`src/rtl/p6_pkg.sv`:
```
// rtl/p6_pkg.sv - shared types and constants for the register-file write-back arbiter
`ifndef DATA_SIZE
`define DATA_SIZE 32
`endif
`ifndef NUMBER_OF_REGISTERS_B
`define NUMBER_OF_REGISTERS_B 5
`endif

package p6_pkg;

  typedef enum logic [1:0] {
    INIT = 2'd0,
    RUN  = 2'd1,
    HOLD = 2'd2
  } wb_state_e;

  localparam int DATA_W = `DATA_SIZE;
  localparam int RD_W   = `NUMBER_OF_REGISTERS_B;

  localparam logic [DATA_W-1:0] SP_INIT_DEFAULT = 32'h0000_FFFC;

endpackage

```
`src/rtl/regfile_wb_arbiter_rr_arbiter.sv`:
```
// rtl/regfile_wb_arbiter_rr_arbiter.sv - round-robin pick: first set request at or after the pointer
module rr_arbiter #(
  parameter int NUM_REQ = 4,
  parameter int IW      = (NUM_REQ > 1) ? $clog2(NUM_REQ) : 1
) (
  input  logic [NUM_REQ-1:0] req_i,
  input  logic [IW-1:0]      ptr_i,
  output logic [NUM_REQ-1:0] grant_o,
  output logic [IW-1:0]      idx_o,
  output logic               any_o
);

  int          j;
  logic [IW-1:0] jv;

  // Scan from the farthest offset down so the nearest requester to ptr_i wins last.
  always_comb begin
    grant_o = '0;
    idx_o   = '0;
    any_o   = 1'b0;
    j       = 0;
    jv      = '0;
    for (int off = NUM_REQ - 1; off >= 0; off--) begin
      j = int'(ptr_i) + off;
      if (j >= NUM_REQ) j = j - NUM_REQ;
      jv = IW'(j);
      if (req_i[jv]) begin
        grant_o     = '0;
        grant_o[jv] = 1'b1;
        idx_o       = jv;
        any_o       = 1'b1;
      end
    end
  end

endmodule

```
`src/rtl/regfile_wb_arbiter.sv`:
```
// rtl/regfile_wb_arbiter.sv - grants the single register-file write port round-robin and registers the winner
`ifndef DATA_SIZE
`define DATA_SIZE 32
`endif
`ifndef NUMBER_OF_REGISTERS_B
`define NUMBER_OF_REGISTERS_B 5
`endif

module regfile_wb_arbiter
  import p6_pkg::*;
#(
  parameter int                      NUM_REQ = 4,
  parameter logic [`DATA_SIZE-1:0]   SP_INIT = SP_INIT_DEFAULT
) (
  input  logic                                          clk,
  input  logic                                          reset,
  input  logic [NUM_REQ-1:0]                            req_valid,
  input  logic [NUM_REQ-1:0][`NUMBER_OF_REGISTERS_B-1:0] req_rd,
  input  logic [NUM_REQ-1:0][`DATA_SIZE-1:0]            req_data,
  output logic [NUM_REQ-1:0]                            req_ready,
  input  logic                                          wb_hold,
  output logic                                          rf_regwr,
  output logic [`NUMBER_OF_REGISTERS_B-1:0]             rf_rd,
  output logic [`DATA_SIZE-1:0]                         rf_data,
  output logic                                          fwd_valid,
  output logic [`NUMBER_OF_REGISTERS_B-1:0]             fwd_rd,
  output logic [`DATA_SIZE-1:0]                         fwd_data
);

  localparam int IW = $clog2(NUM_REQ);

  wb_state_e                        state_q, state_d;
  logic [IW-1:0]                    rr_ptr_q, rr_ptr_d;
  logic                             wr_valid_q, wr_valid_d;
  logic [`NUMBER_OF_REGISTERS_B-1:0] rd_q, rd_d;
  logic [`DATA_SIZE-1:0]            data_q, data_d;

  logic [NUM_REQ-1:0] grant;
  logic [IW-1:0]      win_idx;
  logic               win_any;
  logic               grant_en;
  logic               xfer;

  rr_arbiter #(.NUM_REQ(NUM_REQ), .IW(IW)) u_rr (
    .req_i   (req_valid),
    .ptr_i   (rr_ptr_q),
    .grant_o (grant),
    .idx_o   (win_idx),
    .any_o   (win_any)
  );

  // HOLD only marks that the previous cycle was stalled; grants resume the cycle wb_hold drops.
  assign grant_en  = !reset && (state_q != INIT) && !wb_hold;
  assign req_ready = grant_en ? grant : '0;
  assign xfer      = grant_en && win_any;

  always_comb begin
    state_d    = wb_hold ? HOLD : RUN;
    rr_ptr_d   = rr_ptr_q;
    wr_valid_d = 1'b0;
    rd_d       = rd_q;
    data_d     = data_q;
    if (xfer) begin
      wr_valid_d = 1'b1;
      rd_d       = req_rd[win_idx];
      data_d     = req_data[win_idx];
      rr_ptr_d   = (win_idx == IW'(NUM_REQ - 1)) ? '0 : win_idx + IW'(1);
    end
  end

  always_ff @(posedge clk) begin
    if (reset) begin
      state_q    <= INIT;
      rr_ptr_q   <= '0;
      wr_valid_q <= 1'b0;
      rd_q       <= '0;
      data_q     <= '0;
    end else begin
      state_q    <= state_d;
      rr_ptr_q   <= rr_ptr_d;
      wr_valid_q <= wr_valid_d;
      rd_q       <= rd_d;
      data_q     <= data_d;
    end
  end

  // During reset the port carries SP_INIT so the register file can seed x2.
  assign rf_regwr  = wr_valid_q && !reset;
  assign rf_rd     = rd_q;
  assign rf_data   = reset ? SP_INIT : data_q;

  assign fwd_valid = rf_regwr && (rd_q != '0);
  assign fwd_rd    = rd_q;
  assign fwd_data  = data_q;

endmodule

```
`config.mk`:
```
export PLATFORM = sky130hd
export DESIGN_NAME = regfile_wb_arbiter
export DESIGN_NICKNAME = d
export VERILOG_FILES = /design/src/rtl/p6_pkg.sv /design/src/rtl/regfile_wb_arbiter_rr_arbiter.sv /design/src/rtl/regfile_wb_arbiter.sv
export SDC_FILE = /design/constraint.sdc
export NUM_CORES = 1
export LEC_CHECK = 0
export CORE_MARGIN = 8
export CORE_UTILIZATION = 25
export CTS_CLUSTER_SIZE = 25
export DETAILED_ROUTE_END_ITERATION = 7
export PLACE_DENSITY_LB_ADDON = 0.15
export SYNTH_ARGS = -nofsm -noshare
export SYNTH_HDL_FRONTEND = slang
export SYNTH_SLANG_ARGS = --single-unit
```
`constraint.sdc`:
```
create_clock -name clk -period 3.5 [get_ports clk]
set_clock_uncertainty 0.15 [all_clocks]
set_input_delay 0.7 -clock clk [delete_from_list [all_inputs] [get_ports clk]]
set_output_delay 0.7 -clock clk [all_outputs]
set_load 0.005 [all_outputs]
```
==> results by group, run 1 <==
Status
  • Status: finished, final reports clean

Synth
  • Post-synth cell types: 36
  • Mean post-synth cell area: 7.54 um2
  • EDFF count, synth: 0
  • Number of synthesized register bits: 42
  • Area leader, netlist: dfxtp_1
  • Synthesized area: 3330 um2
  • Synth top area cells: dfxtp_1, mux2_2, nor2_1, or4_1, a31oi_1
  • Most used DFF post-synth: dfxtp_1
  • Synth Instances: 442
  • Ys Warns: 0
  • Share of the synthesized area in the top cell type: 25.2%
  • Seq/Total Area, Yosys: 25.2%
  • Ys async rst share: 0%
  • Syn_nets: 604

Die
  • Die width: 131 um
  • Die height: 131 um
  • Core area: 13100 um2
  • Starting Density: 25.4%
  • Top Ports: 235
  • Row count: 42
  • DIE AREA: 17300 um2

STA
  • Max-slew violations: 0
  • Final setup vio count: 0
  • Tcrit/Tclk final: 96.3%
  • Slew headroom: 62.0%
  • Worst slew pin tran: 0.563 ns
  • RSZ-0062 raised after global routing: false
  • Setup tns final: 0 ns
  • Min Tclk post-route: 3.37 ns
  • Hold Violations, Final: 0
  • Fmax: 297 MHz

Clocking
  • Clock buffer depth: 2
  • CTS Root Buffer Type: clkbuf_16
  • Clock-pin slew on the worst setup and hold paths: 0.06 ns
  • TritonCTS clock tree: yes
  • Clock latency at the later pin of the worst-skew pair: 0.28 ns
  • CTS Sinks: 42
  • TritonCTS Buffers: 5
  • H-tree levels: 2

Layout
  • Share of layout cells above drive strength 1: 17.0%
  • Area growth, synth to finish: 85.6%
  • Most frequent cells in the layout: clkdlybuf4s50_1, nor2_1, nand2_1, dfxtp_1, mux2_2
  • ANT cells: 0
  • Commonest non-fill, non-tap cell in the layout: clkdlybuf4s50_1
  • # nets final: 832

Power and ir drop
  • Max rail drop VDD: 0.197 mV
  • Net switching fraction of the power: 29.6%
  • Clock power share: 27.4%
  • Combinational share of power: 42.1%
  • P_leak: 2.24 nW
  • Final total power: 0.00174 W
  • Pint: 0.00123 W
  • Sequential power share: 30.5%
  • Cell Pwr Density: 281 nW/um2
  • Switch Pwr: 0.000514 W

Setup path
  • Critical path fanouts, max: 5
  • Nature of the critical path startpoint: register
  • WP data required: 2.65 ns
  • Slowest library cell on the worst path: dfxtp_1
  • R2R Setup Slk: 0.41 ns
  • Reg2Reg Launch Point: rr_ptr_q[0]
  • Worst path max stage delay: 0.48 ns
  • CP arrival: 2.52 ns
  • Crit. End Element: output pin
  • Buf+Inv Stages, Crit Path: 3
  • R2r endpoint: fwd_data[9]
  • CP Class: register to output pin
  • Critical path cell sequence: inv_1, ha_1, mux4_2, nor2b_4, buf_4, a221oi_2, a211o_1, a21oi_1, buf_2
  • CP top delay family: flip-flops
  • Stages on the worst setup path: 9
  • R2R depth: 11

Global routing
  • First-pass GRT wire length: 23200 um
  • Largest net degree at the start of global routing: 51
  • Vias in the first global route: 4321
  • Initial antenna violation count: 0
  • Gr usage total: 16.2%
  • GRT overflow: 0

Placed design
  • GPL Wtd Cong: 0.855
  • HPWL Detailed: 11600 um
  • I/O Buffers: 234

Drt
  • Total wire length: 14900 um
  • 1st-pass router iterations: 6
  • DRC Markers: 0
  • Via count: 4090
  • DRT iter0 DRCs: 150
  • Routed Antenna Nets: 0
  • Vias per Instance: 4.83
  • Drt wl/cell: 17.6 um

Flow run
  • Max cap viols: 0

Hold path
  • HP Class: register to register
  • Min-delay src: fwd_data[6]
  • WHS Path Cells: 2
  • Hold endpoint: fwd_data[6]
-- cell usage after synthesis (2+ instances only) --
cell and number:
a211o_1 5, a21oi_1 4, a221oi_1 4, a31oi_1 37
buf_2 12, buf_4 5, buf_6 3, clkbuf_1 24
clkbuf_2 3, dfxtp_1 42, ha_1 7, inv_1 7
mux2_2 39, mux4_2 4, nand2_1 44, nand3_1 37
nor2_1 76, nor2b_1 20, nor2b_4 2, or2_2 15
or4_1 37
-- logic make-up (layout without fill, tap and decap cells) --
family,Yosys count,after routing,share of synthesized area (%)
AOI/OAI and AO/OA,59,59,12.2
xor gates and xnor gates,1,1,0.263
adders and majority gates,7,7,2.63
buffers and inverters,55,284,8.33
DFF,42,42,25.2
muxes,43,43,15.9
and+or+nand+nor,235,235,35.5
-- layer usage --
| metal | GRT usage [%] | share of wire (%) |
|---|---|---|
| met5 | 0 | 0 |
| met4 | 4.08 | 1.7 |
| met3 | 5.26 | 6.9 |
| met2 | 29.7 | 51 |
| met1 | 17.6 | 40 |
-- flip-flops by register name, indices dropped and copies added (netlist names) --
register    flops
fwd_rd          5
wr_valid_q      1
state_q         2
fwd_data       32
rr_ptr_q        2
-- worst max path at each step --
| stage | startpoint | to |
|---|---|---|
| 6_report | rr_ptr_q[0] | req_ready[1] |
| 5_1_grt | rr_ptr_q[0] | req_ready[1] |
| 4_1_cts | req_valid[0] | req_ready[2] |
| 3_5_place_dp | req_valid[1] | req_ready[0] |
| 3_3_place_gp | req_valid[1] | req_ready[1] |
| 2_1_floorplan | req_valid[1] | req_ready[0] |
-- power by group through the flow --
stage | Clock, W | Combinational, W | Sequential [W]
3_5_place_dp | 0 | 0.000718 | 0.000541
3_3_place_gp | 0 | 0.000709 | 0.000540
2_1_floorplan | 0 | 0.000329 | 0.000536
6_report | 0.000477 | 0.000733 | 0.000531
4_1_cts | 0.000497 | 0.000736 | 0.000531
5_1_grt | 0.000514 | 0.000794 | 0.000535
-- worst register-to-register path: cells and delay by family, from the launching register on --
kind / cells / cell delay, ns
compound gates: 2 / 0.27
fa+ha+maj: 1 / 0.38
buf+inv: 4 / 0.60
flops: 1 / 0.48
mux: 1 / 0.35
simple gates: 3 / 0.79
-- stage by stage --
step / cell area (um2) / hold WS (ns) / setup WS, ns / utilization [%] / cells
floorplan: 3330 / 0.332 / 0.730 / - / 442
global placement: 5980 / 0.331 / -0.222 / 45.5 / 835
detailed placement: 5980 / 0.342 / -0.241 / 45.5 / 835
CTS: 6160 / 0.351 / 0.0177 / 46.9 / 847
global route: 6190 / 0.369 / 0.00655 / 47.1 / 847
finish: 6190 / 0.349 / 0.130 / 47.1 / 847
-- cell type report --
type | count | area, um2
Inverter | 7 | 26.3
Clock buffer | 7 | 143
Multi-Input combinational cell | 345 | 2270
Clock inverter | 1 | 5.00
Timing Repair Buffer | 269 | 2690
Fill cell | 1285 | 6950
Sequential cell | 42 | 841
Tap cell | 176 | 220
-- repair_timing --
item / 4_1_cts / 5_1_grt
hold buffers: 0 / 0
buffers inserted: 4 / 0
gates resized for setup: 17 / 6
pin swaps: 2 / 3
setup endpoints to repair: 4 / 4
Note: power is estimated with default switching activity, not from simulation.
==> run 2: changes to the inputs <==
--- a/config.mk
+++ b/config.mk
@@ -10,6 +10,7 @@
 export CTS_CLUSTER_SIZE = 25
 export DETAILED_ROUTE_END_ITERATION = 7
 export PLACE_DENSITY_LB_ADDON = 0.15
+export REMOVE_ABC_BUFFERS = 1
 export SYNTH_ARGS = -nofsm -noshare
 export SYNTH_HDL_FRONTEND = slang
 export SYNTH_SLANG_ARGS = --single-unit
==> run 2 against run 1 <==
Sequential power barely moved. Wire length fell by 1.7%. Hold slack got worse by 0.0090 ns. Global-route usage rose by 0.16 points. Clock power fell by 1%. Clock-buffer cell count did not move. Utilization fell by 0.46 points. Sequential share of layout area rose by 0.15 points. Non-clock buffer count fell by 3. Largest power group unchanged. Critical endpoint is now req_ready[3].
==> results by group, run 2 (synthesis gave the netlist of run 1 again) <==
Layout
  • Register Area: 842 um2 (was 841 um2)
  • Final-layout fill cell count: 1340 (was 1285)
  • Share of layout cells above drive strength 1: 16.8% (was 17.0%)
  • Multi-input gate area in the final layout: 2260 um2 (was 2270 um2)
  • Area growth, synth to finish: 83.8% (was 85.6%)
  • Post-Layout Cell Count: 844 (was 847)
  • Most frequent cells in the layout: clkdlybuf4s50_1, nor2_1, nand2_1, dfxtp_1, mux2_2 (unchanged)
  • ANT cells: 0 (unchanged)
  • Commonest non-fill, non-tap cell in the layout: clkdlybuf4s50_1 (unchanged)
  • # nets final: 829 (was 832)
  • Max FFs per register: 32 (unchanged)

STA
  • Hold Violations, Final: 0 (unchanged)
  • Final setup vio count: 0 (unchanged)
  • Min Tclk post-route: 3.27 ns (was 3.37 ns)
  • Slew headroom: 56.8% (was 62.0%)
  • Setup tns final: 0 ns (unchanged)
  • Worst slew pin tran: 0.642 ns (was 0.563 ns)
  • Max-slew violations: 0 (unchanged)
  • RSZ-0062 raised after global routing: false (unchanged)
  • Tcrit/Tclk final: 93.4% (was 96.3%)
  • Fmax: 306 MHz (was 297 MHz)

Status
  • Status: finished, final reports clean (unchanged)

Clocking
  • Clock buffer depth: 2 (unchanged)
  • CTS Sinks: 42 (unchanged)
  • Hold_buf cts: 0 (unchanged)
  • Clock-pin slew on the worst setup and hold paths: 0.06 ns (about the same)
  • H-tree levels: 2 (unchanged)
  • Clock latency at the later pin of the worst-skew pair: 0.27 ns (was 0.28 ns)
  • TritonCTS clock tree: yes (unchanged)
  • CTS Root Buffer Type: clkbuf_16 (unchanged)
  • TritonCTS Buffers: 5 (unchanged)

Setup path
  • R2R depth: 10 (was 11)
  • R2r endpoint: fwd_data[29] (was fwd_data[9])
  • WP data required: 2.65 ns (about the same)
  • Slowest library cell on the worst path: dfxtp_2 (was dfxtp_1)
  • CP arrival: 2.42 ns (was 2.52 ns)
  • Crit. End Element: output pin (unchanged)
  • CP Class: register to output pin (unchanged)
  • Reg2Reg Launch Point: rr_ptr_q[0] (unchanged)
  • Critical path fanouts, max: 5 (unchanged)
  • Critical path cell sequence: inv_1, ha_1, mux4_2, nor2b_4, buf_4, a221oi_4, a211o_1, a21oi_1, buf_2 (was inv_1, ha_1, mux4_2, nor2b_4, buf_4, a221oi_2, a211o_1, a21oi_1, buf_2)
  • Nature of the critical path startpoint: register (unchanged)
  • Worst path max stage delay: 0.42 ns (was 0.48 ns)
  • R2R Setup Slk: 0.55 ns (was 0.41 ns)

Drt
  • Top Metal Used: met4 (unchanged)
  • DRT iter0 DRCs: 176 (was 150)
  • WL met1: 5880 um (was 6020 um)
  • Met3 WL post-DR: 1300 um (was 1020 um)
  • DR WL met2: 7330 um (was 7580 um)
  • Routed Antenna Nets: 0 (unchanged)
  • Vias per Instance: 4.88 (was 4.83)
  • Drt wl/cell: 17.3 um (was 17.6 um)
  • Via count: 4116 (was 4090)
  • 1st-pass router iterations: 4 (was 6)
  • Total wire length: 14600 um (was 14900 um)
  • DRC Markers: 0 (unchanged)

Placed design
  • HPWL Detailed: 11300 um (was 11600 um)
  • I/O Buffers: 234 (unchanged)
  • GPL Wtd Cong: 0.837 (was 0.855)
  • Placed Cells: 832 (was 835)

Die
  • Die width: 131 um (unchanged)
  • Row count: 42 (unchanged)
  • DIE AREA: 17300 um2 (unchanged)
  • Top Ports: 235 (unchanged)
  • Core area: 13100 um2 (unchanged)
  • Die height: 131 um (unchanged)
  • Starting Density: 25.4% (unchanged)

Flow run
  • Max cap viols: 0 (unchanged)

Hold path
  • WHS Path Cells: 2 (unchanged)
  • HP Class: register to register (unchanged)
  • Hold endpoint: fwd_data[16] (was fwd_data[6])
  • Min-delay src: fwd_data[16] (was fwd_data[6])

Power and ir drop
  • P_leak: 2.21 nW (was 2.24 nW)
  • Max rail drop VDD: 0.179 mV (was 0.197 mV)
  • Cell Pwr Density: 281 nW/um2 (about the same)

Global routing
  • Largest net degree at the start of global routing: 51 (unchanged)
  • GRT overflow: 0 (unchanged)
  • Vias in the first global route: 4291 (was 4321)
  • Initial antenna violation count: 0 (unchanged)
  • Gr usage total: 16.4% (was 16.2%)
  • First-pass GRT wire length: 23400 um (was 23200 um)
[run 2: cell types whose count changed in the layout (fill, tap and decap cells not counted), moves of 2 or more]
| cell | delta |
|---|---|
| buf_12 | -3 |
| buf_2 | -2 |
| buf_4 | -2 |
| buf_6 | +2 |
| clkbuf_2 | +2 |
[run 2: worst max path at each step]
stage / from / to / cells after the start
finish: rr_ptr_q[0] / req_ready[3] / 9
global route: rr_ptr_q[0] / req_ready[3] / 9
CTS: req_valid[3] / req_ready[1] / 9
detailed placement: req_valid[1] / req_ready[3] / 7
global placement: req_valid[1] / req_ready[3] / 7
floorplan: rr_ptr_q[0] / rr_ptr_q[0] / 8
[run 2: timing repair]
action,4_1_cts,5_1_grt
gates resized for setup,9,15
endpoints found under the setup margin,4,4
buffers inserted,4,0
pin swaps,2,2
[run 2: layout make-up]
| type | count | area share [%] |
|---|---|---|
| Clock buffer | 7 | 2.33 |
| Clock inverter | 1 | 0.0817 |
| Inverter | 7 | 0.429 |
| Multi-Input combinational cell | 345 | 36.9 |
| Sequential cell | 42 | 13.7 |
| Tap cell | 176 | 3.59 |
| Timing Repair Buffer | 266 | 43.0 |
[run 2: worst max-delay path: cells and delay by family, from the launching register on]
family / cells / cell delay [ns]
AO/OA/AOI/OAI: 3 / 0.46
adder cells (fa/ha/maj): 1 / 0.38
buffers and inverters: 3 / 0.39
flip-flops: 1 / 0.42
multiplexers: 1 / 0.33
AND/OR/NAND/NOR: 1 / 0.15
[run 2: layer usage]
metal  vias up  global-route usage (%)
met2       142                    29.3
li1       2016                       -
met4         0                    3.19
met5         -                       0
met3         8                    6.86
met1      1950                    17.7
[run 2: power breakdown]
group	leakage [nW]	internal (W)	switching (W)
sequential	0.342	0.000506	0.0000240
combinational	1.80	0.000425	0.000292
clock	0.0739	0.000283	0.000189
total	2.21	0.00121	0.000505
[run 2: stage by stage]
stage / hold slack, ns / total power [W] / util (%) / setup slack (ns) / area, um2
after floorplan: 0.321 / 0.000821 / - / -1.03 / 3080
after global placement: 0.326 / 0.00124 / 45.0 / -0.200 / 5910
after detailed placement: 0.336 / 0.00124 / 45.0 / -0.238 / 5910
after CTS: 0.343 / 0.00174 / 46.4 / -0.0524 / 6100
after global routing: 0.365 / 0.00183 / 46.6 / 0.130 / 6130
final: 0.340 / 0.00172 / 46.6 / 0.230 / 6130
==> run 3: changes to the inputs <==
--- a/config.mk
+++ b/config.mk
@@ -5,11 +5,14 @@
 export SDC_FILE = /design/constraint.sdc
 export NUM_CORES = 1
 export LEC_CHECK = 0
+export ABC_CLOCK_PERIOD_IN_PS = 3500
+export CORE_ASPECT_RATIO = 1.2
 export CORE_MARGIN = 8
 export CORE_UTILIZATION = 25
 export CTS_CLUSTER_SIZE = 25
 export DETAILED_ROUTE_END_ITERATION = 7
 export PLACE_DENSITY_LB_ADDON = 0.15
+export RECOVER_POWER = 25
 export REMOVE_ABC_BUFFERS = 1
 export SYNTH_ARGS = -nofsm -noshare
 export SYNTH_HDL_FRONTEND = slang
==> run 3 against run 2 <==
Via count decreased by 1.2%. Sequential share of layout area increased by 0.056 points. Register-to-register slack worse by 0.04 ns.
==> results by group, run 3 (synthesis gave the netlist of run 1 again) <==
Layout
  • Area growth, synth to finish: 82.8% (was 83.8%)
  • ANT cells: 0 (unchanged)
  • Post-Layout Cell Count: 832 (was 844)
  • Multi-input gate area in the final layout: 2250 um2 (was 2260 um2)
  • Commonest non-fill, non-tap cell in the layout: clkdlybuf4s50_1 (unchanged)
  • # nets final: 825 (was 829)
  • Design area: 6090 um2 (was 6130 um2)
  • Final-layout fill cell count: 1299 (was 1340)
  • Max FFs per register: 32 (unchanged)
  • Register Area: 841 um2 (was 842 um2)
  • Share of layout cells above drive strength 1: 16.3% (was 16.8%)
  • Most frequent cells in the layout: clkdlybuf4s50_1, nor2_1, nand2_1, dfxtp_1, mux2_2 (unchanged)

Setup path
  • Reg2Reg Launch Point: rr_ptr_q[0] (unchanged)
  • Nature of the critical path startpoint: primary input (was register)
  • R2R depth: 10 (unchanged)
  • Crit. End Element: output pin (unchanged)
  • Critical path fanouts, max: 5 (unchanged)
  • CP Class: primary input to output pin (was register to output pin)
  • Beginning of the critical path: req_valid[0] (was rr_ptr_q[0])
  • Slowest library cell on the worst path: mux4_2 (was dfxtp_2)
  • Worst path max stage delay: 0.49 ns (was 0.42 ns)
  • Critical path cell sequence: clkdlybuf4s50_1, buf_4, mux4_2, nor2b_4, a221oi_1, a211o_1, a21oi_1, clkbuf_2 (was inv_1, ha_1, mux4_2, nor2b_4, buf_4, a221oi_4, a211o_1, a21oi_1, buf_2)
  • CP arrival: 2.56 ns (was 2.42 ns)
  • WP data required: 2.65 ns (about the same)
  • Crit path to: req_ready[3] (unchanged)
  • R2R Setup Slk: 0.51 ns (was 0.55 ns)
  • R2r endpoint: fwd_data[20] (was fwd_data[29])

Clocking
  • Post-CTS setup buffer count: 0 (was 4)
  • CTS Root Buffer Type: clkbuf_16 (unchanged)
  • TritonCTS Buffers: 5 (unchanged)
  • Clock-pin slew on the worst setup and hold paths: 0.06 ns (about the same)
  • H-tree levels: 2 (unchanged)
  • CTS Sinks: 42 (unchanged)
  • Clock latency at the later pin of the worst-skew pair: 0.28 ns (was 0.27 ns)
  • TritonCTS clock tree: yes (unchanged)
  • Clock buffer depth: 2 (unchanged)

Drt
  • Total wire length: 14900 um (was 14600 um)
  • Via count: 4068 (was 4116)
  • Vias per Instance: 4.89 (was 4.88)
  • 1st-pass router iterations: 4 (unchanged)
  • DRC Markers: 0 (unchanged)
  • Routed Antenna Nets: 0 (unchanged)
  • DRT iter0 DRCs: 226 (was 176)
  • Drt wl/cell: 17.9 um (was 17.3 um)

Die
  • Top Ports: 235 (unchanged)
  • Die width: 121 um (was 131 um)
  • DIE AREA: 17300 um2 (about the same)
  • Core area: 13100 um2 (about the same)
  • Die height: 143 um (was 131 um)
  • Row count: 46 (was 42)
  • Starting Density: 25.4% (about the same)

Global routing
  • GRT overflow: 0 (unchanged)
  • Largest net degree at the start of global routing: 51 (unchanged)
  • Vias in the first global route: 4343 (was 4291)
  • Gr usage total: 16.6% (was 16.4%)
  • First-pass GRT wire length: 22900 um (was 23400 um)
  • Initial antenna violation count: 0 (unchanged)

Placed design
  • Placed Cells: 824 (was 832)
  • I/O Buffers: 234 (unchanged)
  • Worst slack, placed: -0.257 ns (was -0.238 ns)
  • GPL Wtd Cong: 0.787 (was 0.837)
  • DP Area: 5950 um2 (was 5910 um2)
  • HPWL Detailed: 11600 um (was 11300 um)

STA
  • Tcrit/Tclk final: 97.5% (was 93.4%)
  • Final setup vio count: 0 (unchanged)
  • Setup ws final: 0.0874 ns (was 0.230 ns)
  • Slew headroom: 35.1% (was 56.8%)
  • Max-slew violations: 0 (unchanged)
  • Fmax: 293 MHz (was 306 MHz)
  • Worst slew pin tran: 0.973 ns (was 0.642 ns)
  • RSZ-0062 raised after global routing: false (unchanged)
  • Min Tclk post-route: 3.41 ns (was 3.27 ns)
  • Hold Violations, Final: 0 (unchanged)
  • Setup tns final: 0 ns (unchanged)

Hold path
  • HP Class: register to register (unchanged)

Power and ir drop
  • Cell Pwr Density: 281 nW/um2 (about the same)
  • Max rail drop VDD: 0.153 mV (was 0.179 mV)
  • P_leak: 2.26 nW (was 2.21 nW)

Flow run
  • Max cap viols: 0 (unchanged)

Status
  • Status: finished, final reports clean (unchanged)
==> run 3: cell types whose count changed in the layout (fill, tap and decap cells not counted), moves of 2 or more <==
cell / previous run / this run
buf_6: 3 / 0
clkbuf_2: 2 / 4
buf_2: 2 / 0
dlygate4sd3_1: 0 / 29
buf_4: 25 / 21
dlymetal6s2s_1: 4 / 0
buf_12: 4 / 7
clkdlybuf4s50_1: 225 / 200
==> run 3: worst min-delay path by stage <==
stage	startpoint	end	slack [ns]	cells past startpoint
after global placement	fwd_data[5]	fwd_data[5]	0.33	2
after detailed placement	fwd_data[13]	fwd_data[13]	0.33	2
final	fwd_data[13]	fwd_data[13]	0.34	2
after global routing	fwd_data[5]	fwd_data[5]	0.36	2
after floorplan	fwd_data[10]	fwd_data[10]	0.32	2
after CTS	fwd_data[13]	fwd_data[13]	0.35	2
==> run 3: final cells by class <==
cell class	instances	area share, %
timing repair buffer	262	42.9
multi-input combinational	345	37.0
sequential	42	13.8
tap	168	3.45
clock buffer	6	2.28
inverter	7	0.431
clock inverter	2	0.205
==> run 3: through the flow <==
stage                     utilization [%]  hold WS, ns  total power [W]
final                                46.4        0.339          0.00171
after global routing                 46.4        0.362          0.00182
after CTS                            46.6        0.346          0.00175
after detailed placement             45.3        0.334          0.00126
after global placement               45.3        0.330          0.00125
after floorplan                         -        0.321         0.000821
==> run 3: what timing repair did <==
item,4_1_cts,5_1_grt
pin swaps,2,0
gates resized for setup,11,4
setup endpoints to repair,4,4
hold buffers,0,0
==> run 3: report_power, final <==
part           internal, W  switching [W]
registers         0.000506      0.0000215
clock network     0.000283       0.000198
logic             0.000412       0.000293
total              0.00120       0.000512
==> run 3: per-layer routing <==
metal	GRT usage [%]	vias up	wire length [um]
li1	-	2007	-
met1	17.4	1914	5780
met2	31.3	134	8000
met3	4.53	13	904
met4	4.23	0	218
met5	0	-	0
==> run 3: worst max-delay path: cells and delay by family <==
family                 cells  cell delay (ns)
and+or+nand+nor            1             0.17
AOI/OAI and AO/OA          3             0.46
buffers and inverters      3             0.74
muxes                      1             0.49
